## src/rtl/sdram_chk_pkg.sv

```systemverilog
// Shared types for the SDRAM command-bus checker: command and violation codes,
// init-sequence states, and the pin-level command decoder.
package sdram_chk_pkg;

    typedef enum logic [2:0] {
        CMD_NOP,
        CMD_ACT,
        CMD_RD,
        CMD_WR,
        CMD_PRE,
        CMD_REF,
        CMD_MRS
    } cmd_e;

    typedef enum logic [3:0] {
        ERR_NONE       = 4'd0,
        ERR_ORDER      = 4'd1,
        ERR_ACT_OPEN   = 4'd2,
        ERR_RW_IDLE    = 4'd3,
        ERR_TRCD       = 4'd4,
        ERR_TRP        = 4'd5,
        ERR_TRFC       = 4'd6,
        ERR_REF_OPEN   = 4'd7,
        ERR_TMRD       = 4'd8,
        ERR_EARLY_DONE = 4'd9
    } err_e;

    typedef enum logic [2:0] {
        S_NOP,
        S_PRE,
        S_REF,
        S_MRS,
        S_DONE,
        S_FAIL
    } init_e;

    localparam int TIMER_W = 8;

    // Unlisted encodings (e.g. burst terminate, 0110) are ignored like a NOP.
    function automatic cmd_e decode_cmd(input logic cke, input logic cs_n, input logic ras_n,
                                        input logic cas_n, input logic we_n);
        cmd_e c;
        c = CMD_NOP;
        if (cke && !cs_n) begin
            case ({ras_n, cas_n, we_n})
                3'b011:  c = CMD_ACT;
                3'b101:  c = CMD_RD;
                3'b100:  c = CMD_WR;
                3'b010:  c = CMD_PRE;
                3'b001:  c = CMD_REF;
                3'b000:  c = CMD_MRS;
                default: c = CMD_NOP;
            endcase
        end
        return c;
    endfunction

    function automatic logic [15:0] sat_inc16(input logic [15:0] v);
        return (v == 16'hFFFF) ? v : v + 16'd1;
    endfunction

endpackage

```

## src/rtl/sdram_cmd_checker_bank.sv

```systemverilog
// One bank's open/idle bit with its tRCD and tRP down-counters and violation flags.
module sdram_chk_bank
    import sdram_chk_pkg::*;
#(
    parameter int T_RCD = 3,
    parameter int T_RP  = 3
) (
    input  logic clk,
    input  logic rst,
    input  cmd_e cmd,
    input  logic hit,
    input  logic pre_all,
    output logic is_open,
    output logic err_act_open,
    output logic err_rw_idle,
    output logic err_trcd,
    output logic err_trp
);
    localparam logic [TIMER_W-1:0] RCD_LOAD = TIMER_W'(T_RCD - 1);
    localparam logic [TIMER_W-1:0] RP_LOAD  = TIMER_W'(T_RP - 1);

    logic [TIMER_W-1:0] trcd_q;
    logic [TIMER_W-1:0] trp_q;
    logic               rw;

    assign rw           = (cmd == CMD_RD) || (cmd == CMD_WR);
    assign err_act_open = hit && (cmd == CMD_ACT) && is_open;
    assign err_rw_idle  = hit && rw && !is_open;
    assign err_trcd     = hit && rw && (trcd_q != '0);
    assign err_trp      = hit && (cmd == CMD_ACT) && (trp_q != '0);

    // Offending commands still update state, so later checks follow the real bank.
    always_ff @(posedge clk or posedge rst) begin
        if (rst) begin
            is_open <= 1'b0;
            trcd_q  <= '0;
            trp_q   <= '0;
        end else begin
            if (hit && cmd == CMD_ACT) begin
                is_open <= 1'b1;
                trcd_q  <= RCD_LOAD;
            end else if (trcd_q != '0) begin
                trcd_q <= trcd_q - TIMER_W'(1);
            end
            if (cmd == CMD_PRE && (hit || pre_all)) begin
                is_open <= 1'b0;
                trp_q   <= RP_LOAD;
            end else if (trp_q != '0) begin
                trp_q <= trp_q - TIMER_W'(1);
            end
        end
    end

endmodule

```

## config.mk

```make
export PLATFORM = sky130hd
export DESIGN_NAME = sdram_chk_bank
export DESIGN_NICKNAME = d
export VERILOG_FILES = /design/src/rtl/sdram_chk_pkg.sv /design/src/rtl/sdram_cmd_checker_bank.sv
export SDC_FILE = /design/constraint.sdc
export NUM_CORES = 1
export LEC_CHECK = 0
export CAP_MARGIN = 20
export CORE_UTILIZATION = 53
export DETAILED_ROUTE_END_ITERATION = 10
export MAX_ROUTING_LAYER = met4
export PLACE_DENSITY_LB_ADDON = 0.12
export SKIP_LAST_GASP = 1
export SLEW_MARGIN = 20
export SYNTH_ARGS = -nofsm -noshare
export SYNTH_HDL_FRONTEND = slang
export SYNTH_SLANG_ARGS = --single-unit
```

## constraint.sdc

```tcl
create_clock -name clk -period 2.77 [get_ports clk]
set_clock_uncertainty 0.05 [all_clocks]
set_input_delay 0.554 -clock clk [delete_from_list [all_inputs] [get_ports clk]]
set_output_delay 0.554 -clock clk [all_outputs]
set_load 0.01 [all_outputs]
```

==> flow_metrics.tcl <==
set metrics [dict create \
    yosysWarnings 0 \
    synth_edf_count 0 \
    synth_top_area_share_pct 43.81 \
    clock-root-buffer "clkbuf_4" \
    cp.required_ns 2.17 \
    drt_pass1_iterations 3 \
    nNetsFinal 136 \
    synth_area_leaders "dfrtp_1 (44%), a21oi_1 (6.7%), o21ai_0 (4.1%)" \
    synthesis.area_um2 970.9 \
    wl_um 2197 \
    slowest_stage "clkdlybuf4s50_1" \
    critPathKind "in -> out" \
    yosysTopAreaCell "dfrtp_1" \
    syn-instance-count 105 \
    relSlewSlack_pct 57.19 \
    rows 15 \
    grt.total_usage_pct 26.57 \
    die_area_um2 2007 \
    power_w 0.001182 \
    antenna_found_initial 0 \
    critPathCaptureType "output pin" \
    fp.dieW_um 44.80 \
    placed_area_um2 1145 \
    tns_ns 0 \
    htree_num_levels 1 \
    fin_area_um2 1212 \
    synth.distinct_cells 35 \
    via_per_inst 5.861 \
    hold_violations 0 \
    rsz0062_at_grt "true" \
    cts_tree "yes" \
    clk_pin_slew_ns 0.10 \
    slew_viol_final 0 \
    cp_max_fo 4 \
    synthTopCellsByCount "dfrtp_1 (17), a21oi_1 (13), nor2_1 (8), o21ai_0 (8), nor3_1 (6)" \
    place_congestion 0.8438 \
    ant_nets 0 \
    syn_nets 114 \
    multi_input_area_um2 515.5 \
    pwr_density_cell_nw_per_um2 975.0 \
    start_util_pct 56.23 \
    dr.first_iter.drc_count 14 \
    min_period_ns 2.704 \
    period_share_pct 97.64 \
    leakagePower_nw 0.5233 \
    synth_seq_cells 17 \
    crit_buf_inv 2 \
    clockBufferDepth 2 \
    routedWlPerCell_um 14.55 \
    setup_viol 0 \
    timing.fmax_mhz 369.8 \
    status "finished, final reports clean" \
    clock_latency_ns 0.30 \
    area_growth_pct 24.87 \
    hp-class "reg -> reg" \
    die-height_um 44.80 \
    slowest_delay_ns 0.53 \
    grt_pass1_wl_um 3684 \
    fillers 135 \
    core_region_area_um2 1727 \
    yosysSeqAreaShare_pct 43.81 \
    grt_pass1_vias 837 \
    cts_num_sinks 17 \
    worst_pin_slew_ns 0.6415 \
    syn_area_per_cell_um2 9.247 \
    io_buffers 11 \
    crit_path_cell_trace "clkdlybuf4s50_1 -> nor4bb_2 -> and2_1 -> clkdlybuf4s50_1" \
    holdWs_ns 0.5122 \
    ys.flop_type "dfrtp_1" \
    register_area_um2 425.4 \
    start_kind "input pin" \
    antenna_cells 0 \
    cts_buffers 3 \
    grt_max_degree 18 \
    vias 885 \
    maxCapViolCount 0 \
    dp_hpwl_um 1491 \
    synthArstFlopShare_pct 100.0 \
    arrival_ns 2.10 \
    drc_errors 0 \
    drive_gt1_share_pct 15.08 \
    grt_overflow 0 \
    ios 12 \
    peakVddDrop_mv 0.6691 \
    synth.most_common_cell "dfrtp_1" \
    crit_top_cell "clkdlybuf4s50_1" \
    cp_top_family "buffers and inverters" \
]
## worst reg2reg max path, delay by kind of cell (launching register included)
kind            cells  cell delay, ns
buf+inv             2            0.26
compound gates      1            0.13
flops               1            0.42
fa+ha+maj           1            0.21
simple gates        2            0.93
## per-stage QoR
step / util [%] / cells / worst slack (ns)
after floorplan: - / 105 / 0.7873
after global placement: 66.30 / 143 / 0.09177
after detailed placement: 66.30 / 143 / 0.03126
after CTS: 68.26 / 148 / 0.01357
after global routing: 70.22 / 151 / -0.01624
final: 70.22 / 151 / 0.06550
## metal layers
metal  wire length (um)  vias up  track usage, %
met5                  0        -               -
met4                 40        0           12.12
met1               1059      430           33.42
met3                 42        4           3.600
li1                   -      438               -
met2               1054       13           42.65
## what timing repair did
action	CTS	global route
cloned	0	0
hold buffers	0	0
resized for setup	0	3
setup buffers	1	3
setup endpoints to repair	1	2
## layout by cell type (no fill, tap or decap), types with 2 or more instances in the layout
master / count
nand2_1: 2
inv_1: 5
dfrtp_1: 17
o21a_1: 2
or4_1: 3
a21oi_1: 13
o21ai_0: 8
nand4b_1: 2
nor4_1: 4
buf_4: 11
or4b_1: 2
o31ai_1: 4
clkbuf_4: 3
or3_1: 3
nor3_1: 6
nor2_1: 8
clkdlybuf4s50_1: 10
nand3_1: 2
## kinds of logic (layout without fill, tap and decap cells)
kind of cell	after synthesis	count (layout)	share of synthesized area [%]
simple gates	43	43	28.48
buf+inv	10	31	3.994
flops	17	17	43.81
compound gates	32	32	20.10
fa+ha+maj	2	2	2.577
mux	1	1	1.031
## state kept, by name, summed over array words and instances, names as in the netlist
signal	flops
is_open	1
trp_q	8
trcd_q	8
## final timing paths
| check | start | end | slack [ns] | cells past startpoint |
|---|---|---|---|---|
| hold / removal | trcd_q[7] | trcd_q[7] | 0.51 | 2 |
| max in group asynchronous | rst | trcd_q[5] | 1.68 | 2 |
| hold reg to reg | trcd_q[7] | trcd_q[7] | 0.51 | 2 |
| setup reg to reg | trcd_q[1] | trcd_q[6] | 0.72 | 6 |
| setup / recovery | cmd[1] | err_act_open | 0.07 | 4 |
| min in group asynchronous | rst | trp_q[7] | 0.58 | 2 |
## cell type report
type	instances	area share, %
multi-input combinational	78	42.52
sequential	17	35.09
timing repair buffer	22	16.10
tap	25	2.580
clock buffer	4	2.167
inverter	5	1.548
## where the power goes
group	switching (W)	internal (W)
clock network	0.0000811	0.0000561
logic	0.000276	0.000285
registers	0.000131	0.000353
total	0.000488	0.000694
No activity file was read; power rests on OpenSTA's default activity.
